<file path="config.mk">
export PLATFORM = sky130hd
export DESIGN_NAME = joy_db15_tx
export DESIGN_NICKNAME = d
export VERILOG_FILES = /design/src/rtl/joy_db15_pkg.sv /design/src/rtl/joy_db15_sync_filt.sv /design/src/rtl/joy_db15_tx.sv
export SDC_FILE = /design/constraint.sdc
export NUM_CORES = 1
export LEC_CHECK = 0
export BUFFER_PORTS_ARGS = -buffer_cell sky130_fd_sc_hd__buf_4
export CAP_MARGIN = 20
export CORE_MARGIN = 1
export CORE_UTILIZATION = 40
export CTS_CLUSTER_SIZE = 20
export DETAILED_ROUTE_END_ITERATION = 12
export SLEW_MARGIN = 0
export SYNTH_ARGS = -nofsm -noshare
export SYNTH_HDL_FRONTEND = slang
export SYNTH_HIERARCHICAL = 1
export SYNTH_SLANG_ARGS = --single-unit
</file>
<file path="constraint.sdc">
create_clock -name clk -period 2.4 [get_ports clk]
set_clock_uncertainty 0.05 [all_clocks]
set_input_delay 0.36 -clock clk [delete_from_list [all_inputs] [get_ports clk]]
set_output_delay 0.36 -clock clk [all_outputs]
set_load 0.005 [all_outputs]
</file>
<file path="src/rtl/joy_db15_pkg.sv">
// Shared definitions for the DB15 serial joystick link (device model and master scanner).
// Holds the link state encoding, frame geometry and the button bit map.
package joy_db15_pkg;

  typedef enum logic [1:0] {
    ST_IDLE     = 2'd0,
    ST_LOADING  = 2'd1,
    ST_SHIFTING = 2'd2,
    ST_DONE     = 2'd3
  } joy_state_e;

  localparam int FRAME_BITS = 32;
  localparam int WORD_BITS  = 16;

  // Button positions inside one 16-bit joystick word
  localparam int BIT_R  = 0;
  localparam int BIT_L  = 1;
  localparam int BIT_DN = 2;
  localparam int BIT_UP = 3;
  localparam int BIT_A  = 4;
  localparam int BIT_B  = 5;
  localparam int BIT_C  = 6;
  localparam int BIT_D  = 7;
  localparam int BIT_E  = 8;
  localparam int BIT_F  = 9;
  localparam int BIT_S  = 10;
  localparam int BIT_LT = 11;

  // Buttons are active-low on the wire; P1 occupies the low half so it goes out first
  function automatic logic [31:0] wire_word(input logic [15:0] j1, input logic [15:0] j2);
    return ~{j2, j1};
  endfunction

endpackage

</file>
<file path="src/rtl/joy_db15_sync_filt.sv">
// Two-flop synchronizer followed by a FILT-cycle stability filter for one async link pin.
// rise pulses for one clk cycle in the cycle the filtered level becomes 1.
module joy_db15_sync_filt #(
  parameter int   FILT    = 3,
  parameter logic RST_VAL = 1'b1
) (
  input  logic clk,
  input  logic reset,
  input  logic din,
  output logic level,
  output logic rise
);

  localparam logic [2:0] CNT_MAX = 3'(FILT - 1);

  logic       meta_r;
  logic       sync_r;
  logic       level_r;
  logic       rise_r;
  logic [2:0] cnt_r;

  // Synchronize, then accept a new level only after FILT consecutive differing samples
  always_ff @(posedge clk) begin
    if (reset) begin
      meta_r  <= RST_VAL;
      sync_r  <= RST_VAL;
      level_r <= RST_VAL;
      rise_r  <= 1'b0;
      cnt_r   <= 3'd0;
    end else begin
      meta_r <= din;
      sync_r <= meta_r;
      rise_r <= 1'b0;
      if (sync_r == level_r) begin
        cnt_r <= 3'd0;
      end else if (cnt_r == CNT_MAX) begin
        level_r <= sync_r;
        rise_r  <= sync_r;
        cnt_r   <= 3'd0;
      end else begin
        cnt_r <= cnt_r + 3'd1;
      end
    end
  end

  assign level = level_r;
  assign rise  = rise_r;

endmodule

</file>
<file path="src/rtl/joy_db15_tx.sv">
// Device side of the DB15 joystick link: a 32-bit parallel-in/serial-out register
// loaded while JOY_LOAD is low and shifted one bit per filtered JOY_CLK rising edge.
module joy_db15_tx #(
  parameter int   FILT       = 3,
  parameter int   FRAME_BITS = 32,
  parameter logic IDLE_LEVEL = 1'b1
) (
  input  logic        clk,
  input  logic        reset,
  input  logic [15:0] joystick1,
  input  logic [15:0] joystick2,
  input  logic        JOY_CLK,
  input  logic        JOY_LOAD,
  output logic        JOY_DATA,
  output logic        frame_done,
  output logic        overrun,
  output logic [5:0]  bit_cnt
);

  import joy_db15_pkg::*;

  localparam logic [5:0] LAST_CNT = 6'(FRAME_BITS - 1);

  joy_state_e  state_r, state_nx_s;
  logic [31:0] sh_r, sh_nx_s;
  logic [5:0]  cnt_r, cnt_nx_s;
  logic        ovr_r, ovr_nx_s;
  logic        done_r, done_nx_s;
  logic        data_r, data_nx_s;
  logic        load_f_s, load_rise_s;
  logic        clk_f_s, clk_rise_s;
  logic        edge_s;

  joy_db15_sync_filt #(.FILT(FILT), .RST_VAL(1'b1)) u_clk_filt (
    .clk   (clk),
    .reset (reset),
    .din   (JOY_CLK),
    .level (clk_f_s),
    .rise  (clk_rise_s)
  );

  joy_db15_sync_filt #(.FILT(FILT), .RST_VAL(1'b1)) u_load_filt (
    .clk   (clk),
    .reset (reset),
    .din   (JOY_LOAD),
    .level (load_f_s),
    .rise  (load_rise_s)
  );

  assign edge_s = clk_rise_s & clk_f_s;

  // Next-state, shift register and flag logic; an active load overrides every state
  always_comb begin
    state_nx_s = state_r;
    sh_nx_s    = sh_r;
    cnt_nx_s   = cnt_r;
    ovr_nx_s   = ovr_r;
    done_nx_s  = 1'b0;
    if (!load_f_s) begin
      state_nx_s = ST_LOADING;
      sh_nx_s    = wire_word(joystick1, joystick2);
      cnt_nx_s   = 6'd0;
      ovr_nx_s   = 1'b0;
    end else begin
      case (state_r)
        ST_IDLE: begin
          state_nx_s = ST_IDLE;
        end
        ST_LOADING: begin
          // load_f only returns high through a filtered rise, so this exits on the first high cycle
          if (load_rise_s) begin
            state_nx_s = ST_SHIFTING;
          end else begin
            state_nx_s = ST_LOADING;
          end
        end
        ST_SHIFTING: begin
          if (edge_s) begin
            sh_nx_s  = {1'b1, sh_r[31:1]};
            cnt_nx_s = cnt_r + 6'd1;
            if (cnt_r == LAST_CNT) begin
              state_nx_s = ST_DONE;
              done_nx_s  = 1'b1;
            end else begin
              state_nx_s = ST_SHIFTING;
            end
          end else begin
            state_nx_s = ST_SHIFTING;
          end
        end
        ST_DONE: begin
          if (edge_s) begin
            ovr_nx_s = 1'b1;
          end else begin
            ovr_nx_s = ovr_r;
          end
        end
        default: begin
          state_nx_s = ST_IDLE;
        end
      endcase
    end
  end

  // Wire level follows the next shift value only while a frame is loaded or shifting
  always_comb begin
    data_nx_s = IDLE_LEVEL;
    case (state_nx_s)
      ST_LOADING:  data_nx_s = sh_nx_s[0];
      ST_SHIFTING: data_nx_s = sh_nx_s[0];
      default:     data_nx_s = IDLE_LEVEL;
    endcase
  end

  // State and output registers
  always_ff @(posedge clk) begin
    if (reset) begin
      state_r <= ST_IDLE;
      sh_r    <= 32'hFFFF_FFFF;
      cnt_r   <= 6'd0;
      ovr_r   <= 1'b0;
      done_r  <= 1'b0;
      data_r  <= 1'b1;
    end else begin
      state_r <= state_nx_s;
      sh_r    <= sh_nx_s;
      cnt_r   <= cnt_nx_s;
      ovr_r   <= ovr_nx_s;
      done_r  <= done_nx_s;
      data_r  <= data_nx_s;
    end
  end

  assign JOY_DATA   = data_r;
  assign frame_done = done_r;
  assign overrun    = ovr_r;
  assign bit_cnt    = cnt_r;

endmodule

</file>
# == After elaboration in Yosys (flattened, before gate mapping) ==
# Index checks and enable logic that the tools add are counted.
# op_classes
n_reduce_logical,14
bitwise_logic,10
n_addsub,3
n_eq_ne,12
muxes,9
# op_table
operator,count
32-bit two-way mux,3
32-bit inverter,1
3-bit OR reduction,4
2-bit AND reduction,5
1-bit inverter,8
"3-bit by 1-bit adder with 3-bit output, second input constant",2
"6-bit by 1-bit adder with 6-bit output, second input constant",1
"2-bit equality test, second input constant",3
"3-bit by 2-bit equality test with 1-bit output, second input constant",2
"6-bit by 5-bit equality test with 1-bit output, second input constant",1
2-bit two-way mux,3
2-bit case mux with 3 select lines,1
2-bit OR reduction,3
"2-bit by 1-bit equality test with 1-bit output, second input constant",2
"2-bit inequality test, second input constant",2
4-bit OR reduction,1
1-bit equality test,2
2-bit logical NOT,1
1-bit two-way mux,2
1-bit bitwise AND,1
# totals
in_bits,36
ff_bits,57
output_inout_bits,9

# == Longest topological paths before layout ==
# depth
ltp_word,9
depth_mapped,6
mapped_depth_nobuf,4

# == Cells and area by module ==
# Netlist, hierarchy kept.
# modules_own_cells
module,seq_area_each_um2,cells_per_inst,area_per_inst_um2,n_inst
joy_db15_tx,860.8,253,2006.9,1
joy_db15_sync_filt,140.1,24,271.5,2

# == Worst setup path before layout ==
# No wires, ideal clock.
# synth_path
path_type,register -> register
from,reg state_r[1]
to,reg data_r (netlist: JOY_DATA)
t_arrival_ns,1.170
synth_period_minus_slack_ns,1.340
required_time_ns,2.230
n_path_buf,0
slack_ns,1.060
stages_incl_launch_ff,5
setup_time_ns,0.120
path_cell_list,dfxtp_1 > and4b_1 > a41oi_1 > xor2_1 > a211o_1
# synth_via
elab_chain_len,7
# synth_rtl
item,line_no,source
from (decl),joy_db15_tx.sv:24,"joy_state_e state_r, state_nx_s;"
from (signal assigned),joy_db15_tx.sv:125,state_r <= state_nx_s;
"2-bit equality test, or another cell as far along",joy_db15_tx.sv:65,case (state_r)
2-bit case mux with 3 select lines,joy_db15_tx.sv:65,
2-bit two-way mux,joy_db15_tx.sv:59,if (!load_f_s) begin
2-bit equality test or 2-bit by 1-bit equality test with 1-bit output (tied branches),joy_db15_tx.sv:108,case (state_nx_s)
2-bit OR reduction (no line),n/a,
1-bit inverter (no line),n/a,
2-bit OR reduction (no line),n/a,
to (signal assigned),joy_db15_tx.sv:130,data_r <= data_nx_s;
to (decl),joy_db15_tx.sv:29,"logic data_r, data_nx_s;"
# Several ways; a longest one is shown, not always the timed one. The select of a mux whose other input is x is not followed.
# A chain may end at the register's enable or synchronous reset.

# == Worst setup path after layout ==
# layout_path
from,reg state_r[1]
to,reg sh_r[28]
# layout_via
elab_chain_len,3
# layout_rtl
item,line_no,source
2-bit equality test,joy_db15_tx.sv:65,
2-bit inequality test (no line),n/a,
2-bit AND reduction (no line),n/a,
to (signal assigned),joy_db15_tx.sv:126,sh_r <= sh_nx_s;
to (decl),joy_db15_tx.sv:25,"logic [31:0] sh_r, sh_nx_s;"
# Every way passes these cells.

==> flow_metrics.env <==
export IMPL_syn_inst=301
export IMPL_drc=0
export IMPL_grt_pass1_wl_mm=7.707
export IMPL_ys_seq_area_share_pct=44.75
export IMPL_clock_sinks=57
export IMPL_finalSetupViolCount=0
export IMPL_critPathRequiredTime_ns=2.57
export IMPL_diodes=0
export IMPL_avgSynthCellArea_um2=8.472
export IMPL_first_iter_violations=138
export IMPL_hold_buffers=0
export IMPL_clockBufferDepth=2
export IMPL_die_area_mm2=0.006698
export IMPL_clkTransAtPathRegs_ns=0.06
export IMPL_cpPeakStageDelay_ns=0.42
export IMPL_grt_pass1_vias=1797
export IMPL_critPathLaunchType="flip-flop"
export IMPL_vias=2040
export IMPL_ir_drop_uv=325.4
export IMPL_synthAdderAreaFrac_pct=2.453
export IMPL_initial_utilization_pct=42.32
export IMPL_area_delta_synth_final_pct=22.13
export IMPL_die_y_um=81.84
export IMPL_synth_flop_cell="dfxtp_1"
export IMPL_io_buffers=44
export IMPL_synth_most_common_cell="nand2_1"
export IMPL_ant_nets=0
export IMPL_critical_path_slowest_cell="nand4b_1"
export IMPL_first_pass_iters=4
export IMPL_final_setup_tns_ns=0
export IMPL_arrival_ns=1.93
export IMPL_avgRoutedWirePerCell_um=11.12
export IMPL_yosys_area_share_simple_pct=31.75
export IMPL_synth_top_family_by_area="simple AND/OR/NAND/NOR gates"
export IMPL_core_area_mm2=0.006026
export IMPL_cts_root_buffer="clkbuf_8"
export IMPL_hold_path_startpoint="JOY_LOAD"
export IMPL_fin_nets=383
export IMPL_p_per_area_mw_per_mm2=610.3
export IMPL_ys_types=34
export IMPL_antenna_found_initial=0
export IMPL_path_class="reg -> reg"
export IMPL_grt_setup_unrepaired="no"
export IMPL_fmax_mhz=567.8
export IMPL_ys_seq_elements=57
export IMPL_slew_violations=0
export IMPL_timing_final_crit_share_pct=73.38
export IMPL_reg2regPathDepth=5
export IMPL_p_leak_nw=1.362
export IMPL_synth_area_mm2=0.002550
export IMPL_crit_chain="nand4b_1 -> buf_4 -> nand2_1 -> nand3_1 -> a21o_1"
export IMPL_synth_compound_area_share_pct=12.27
export IMPL_synth_top_cell_by_area="dfxtp_1"
export IMPL_relSlewSlack_pct=59.04
export IMPL_min_period_ns=1.761
export IMPL_synth_mux_area_share_pct=1.178
export IMPL_num_rows=28
export IMPL_routabilityCongestion=0.7129
export IMPL_synth_top_cell_area_share_pct=44.75
export IMPL_ys_warn_count=6
export IMPL_status="complete, no violations"
export IMPL_routed_wl_mm=4.681
export IMPL_yosys_area_share_xor_xnor_pct=2.748
export IMPL_grt_use_total_pct=15.27
export IMPL_io_pin_count=45
export IMPL_hold_path_class="in -> reg"
export IMPL_die_w_um=81.84
export IMPL_path_max_fanout=23
export IMPL_fin_util_pct=51.68
export IMPL_tightest_slew_ns=0.6144
export IMPL_hold_viol_final=0
export IMPL_crit_path_start="state_r[1]"
export IMPL_drive_gt1_share_pct=21.39
export IMPL_synth_edf_count=0
export IMPL_avgViaCountPerCell=4.846
export IMPL_postCtsSetupBuffers=0
export IMPL_reg2reg_to="sh_r[28]"
export IMPL_grt_max_degree=48
export IMPL_overflow=0
export IMPL_fillers=601
export IMPL_drv_cap=0
export IMPL_r2r_start="state_r[1]"
export IMPL_cts_buffers=9
export IMPL_hpwl_mm=3.013
export IMPL_synth_area_leaders="dfxtp_1 (45%), nand2_1 (9.3%), a21o_1 (8.8%)"
export IMPL_cts_tree="yes"
export IMPL_ys_top_cells_by_count="nand2_1 (63), dfxtp_1 (57), nand2b_1 (31)"
export IMPL_reg2reg_slack_ns=0.64
export IMPL_clkLatencyLatePin_ns=0.32
export IMPL_cts_htree_levels=3
export IMPL_cp_endpoint="sh_r[28]"
export IMPL_synth_nets=342
export IMPL_cts_resized=0
export IMPL_cp_end_kind="flip-flop"
export IMPL_synthArstFlopShare_pct=0
## stage by stage
stage	area, µm²	power, mW	hold WS (ns)	setup WS [ns]	cells
after floorplan	2550	0.9991	0.3395	1.060	301
after global placement	2919	1.049	0.3430	0.7035	406
after detailed placement	2919	1.051	0.3444	0.6383	406
after CTS	3114	1.932	0.1478	0.6046	421
after global routing	3114	1.988	0.1411	0.4619	421
final	3114	1.901	0.1690	0.6388	421
## worst min-delay path by stage
stage / endpoint / cells after the start / slack [ns]
2_1_floorplan: u_clk_filt/sync_r / 1 / 0.34
3_3_place_gp: u_load_filt/sync_r / 1 / 0.34
3_5_place_dp: u_load_filt/sync_r / 1 / 0.34
4_1_cts: u_load_filt/meta_r / 2 / 0.15
5_1_grt: u_load_filt/meta_r / 2 / 0.14
6_report: u_load_filt/meta_r / 2 / 0.17
## power breakdown
part / internal (mW) / leakage (nW) / total, mW / switching, mW
clock: 0.527 / 0.102 / 0.872 / 0.345
combinational: 0.0438 / 0.798 / 0.0721 / 0.0283
sequential: 0.952 / 0.461 / 0.956 / 0.00394
## registers in the layout (all words and copies together), names as in the netlist, 2 cells and up
signal,cells
bit_cnt,6
state_r,2
u_load_filt/cnt_r,3
sh_r,32
u_clk_filt/cnt_r,3
## cell type report
class	count	area (µm²)	share of cell area, %
well taps	75	93.84	3.013
multi-input cells	217	1285	41.26
flip-flops and latches	57	1142	36.68
repair buffers	49	367.9	11.81
clock buffers	12	155.1	4.982
clock inverters	3	40.04	1.286
inverters	8	30.03	0.9642
## placed cells by master (no fill, tap or decap)
cell type  count
clkbuf_1       1
a21oi_1        2
inv_1          8
and4_1         2
xnor2_1        4
o21ai_0        1
o211ai_1       2
nand4_1        4
ha_1           5
a31oi_1        1
a211oi_2       2
and4b_1        1
or3b_1         2
nand2_1       63
nand2b_1      31
dfxtp_2        1
clkinv_2       2
nand4b_1       1
nand3_1       30
a211o_1        1
nor4_1         4
a21o_1        30
and2b_2        2
or2_2          6
bufinv_16      1
dfxtp_1       56
mux2i_1        3
clkbuf_8      11
and3_1         1
xor2_1         4
a41oi_1        2
buf_4         49
nor2_1         9
or2b_1         2
nand3b_1       2
## critical path, delay by kind of cell, from the launching register on
kind,cells,cell delay [ns]
compound gates,1,0.21
flops,1,0.41
buf+inv,1,0.38
simple gates,3,0.60
## cells by family after synthesis
logic type / count (synthesis)
AND/OR/NAND/NOR: 160
flip-flops: 57
AO/OA/AOI/OAI: 41
buffers and inverters: 27
XOR/XNOR: 8
adder cells (fa/ha/maj): 5
multiplexers: 3
## routing by layer
metal	wire length (µm)	track usage (%)	vias up
met5	0	0	-
met4	21	4.737	0
met3	227	6.667	2
met2	2175	25.54	39
met1	2256	17.42	915
li1	-	-	1084
Note: power is estimated with default switching activity, not from simulation.
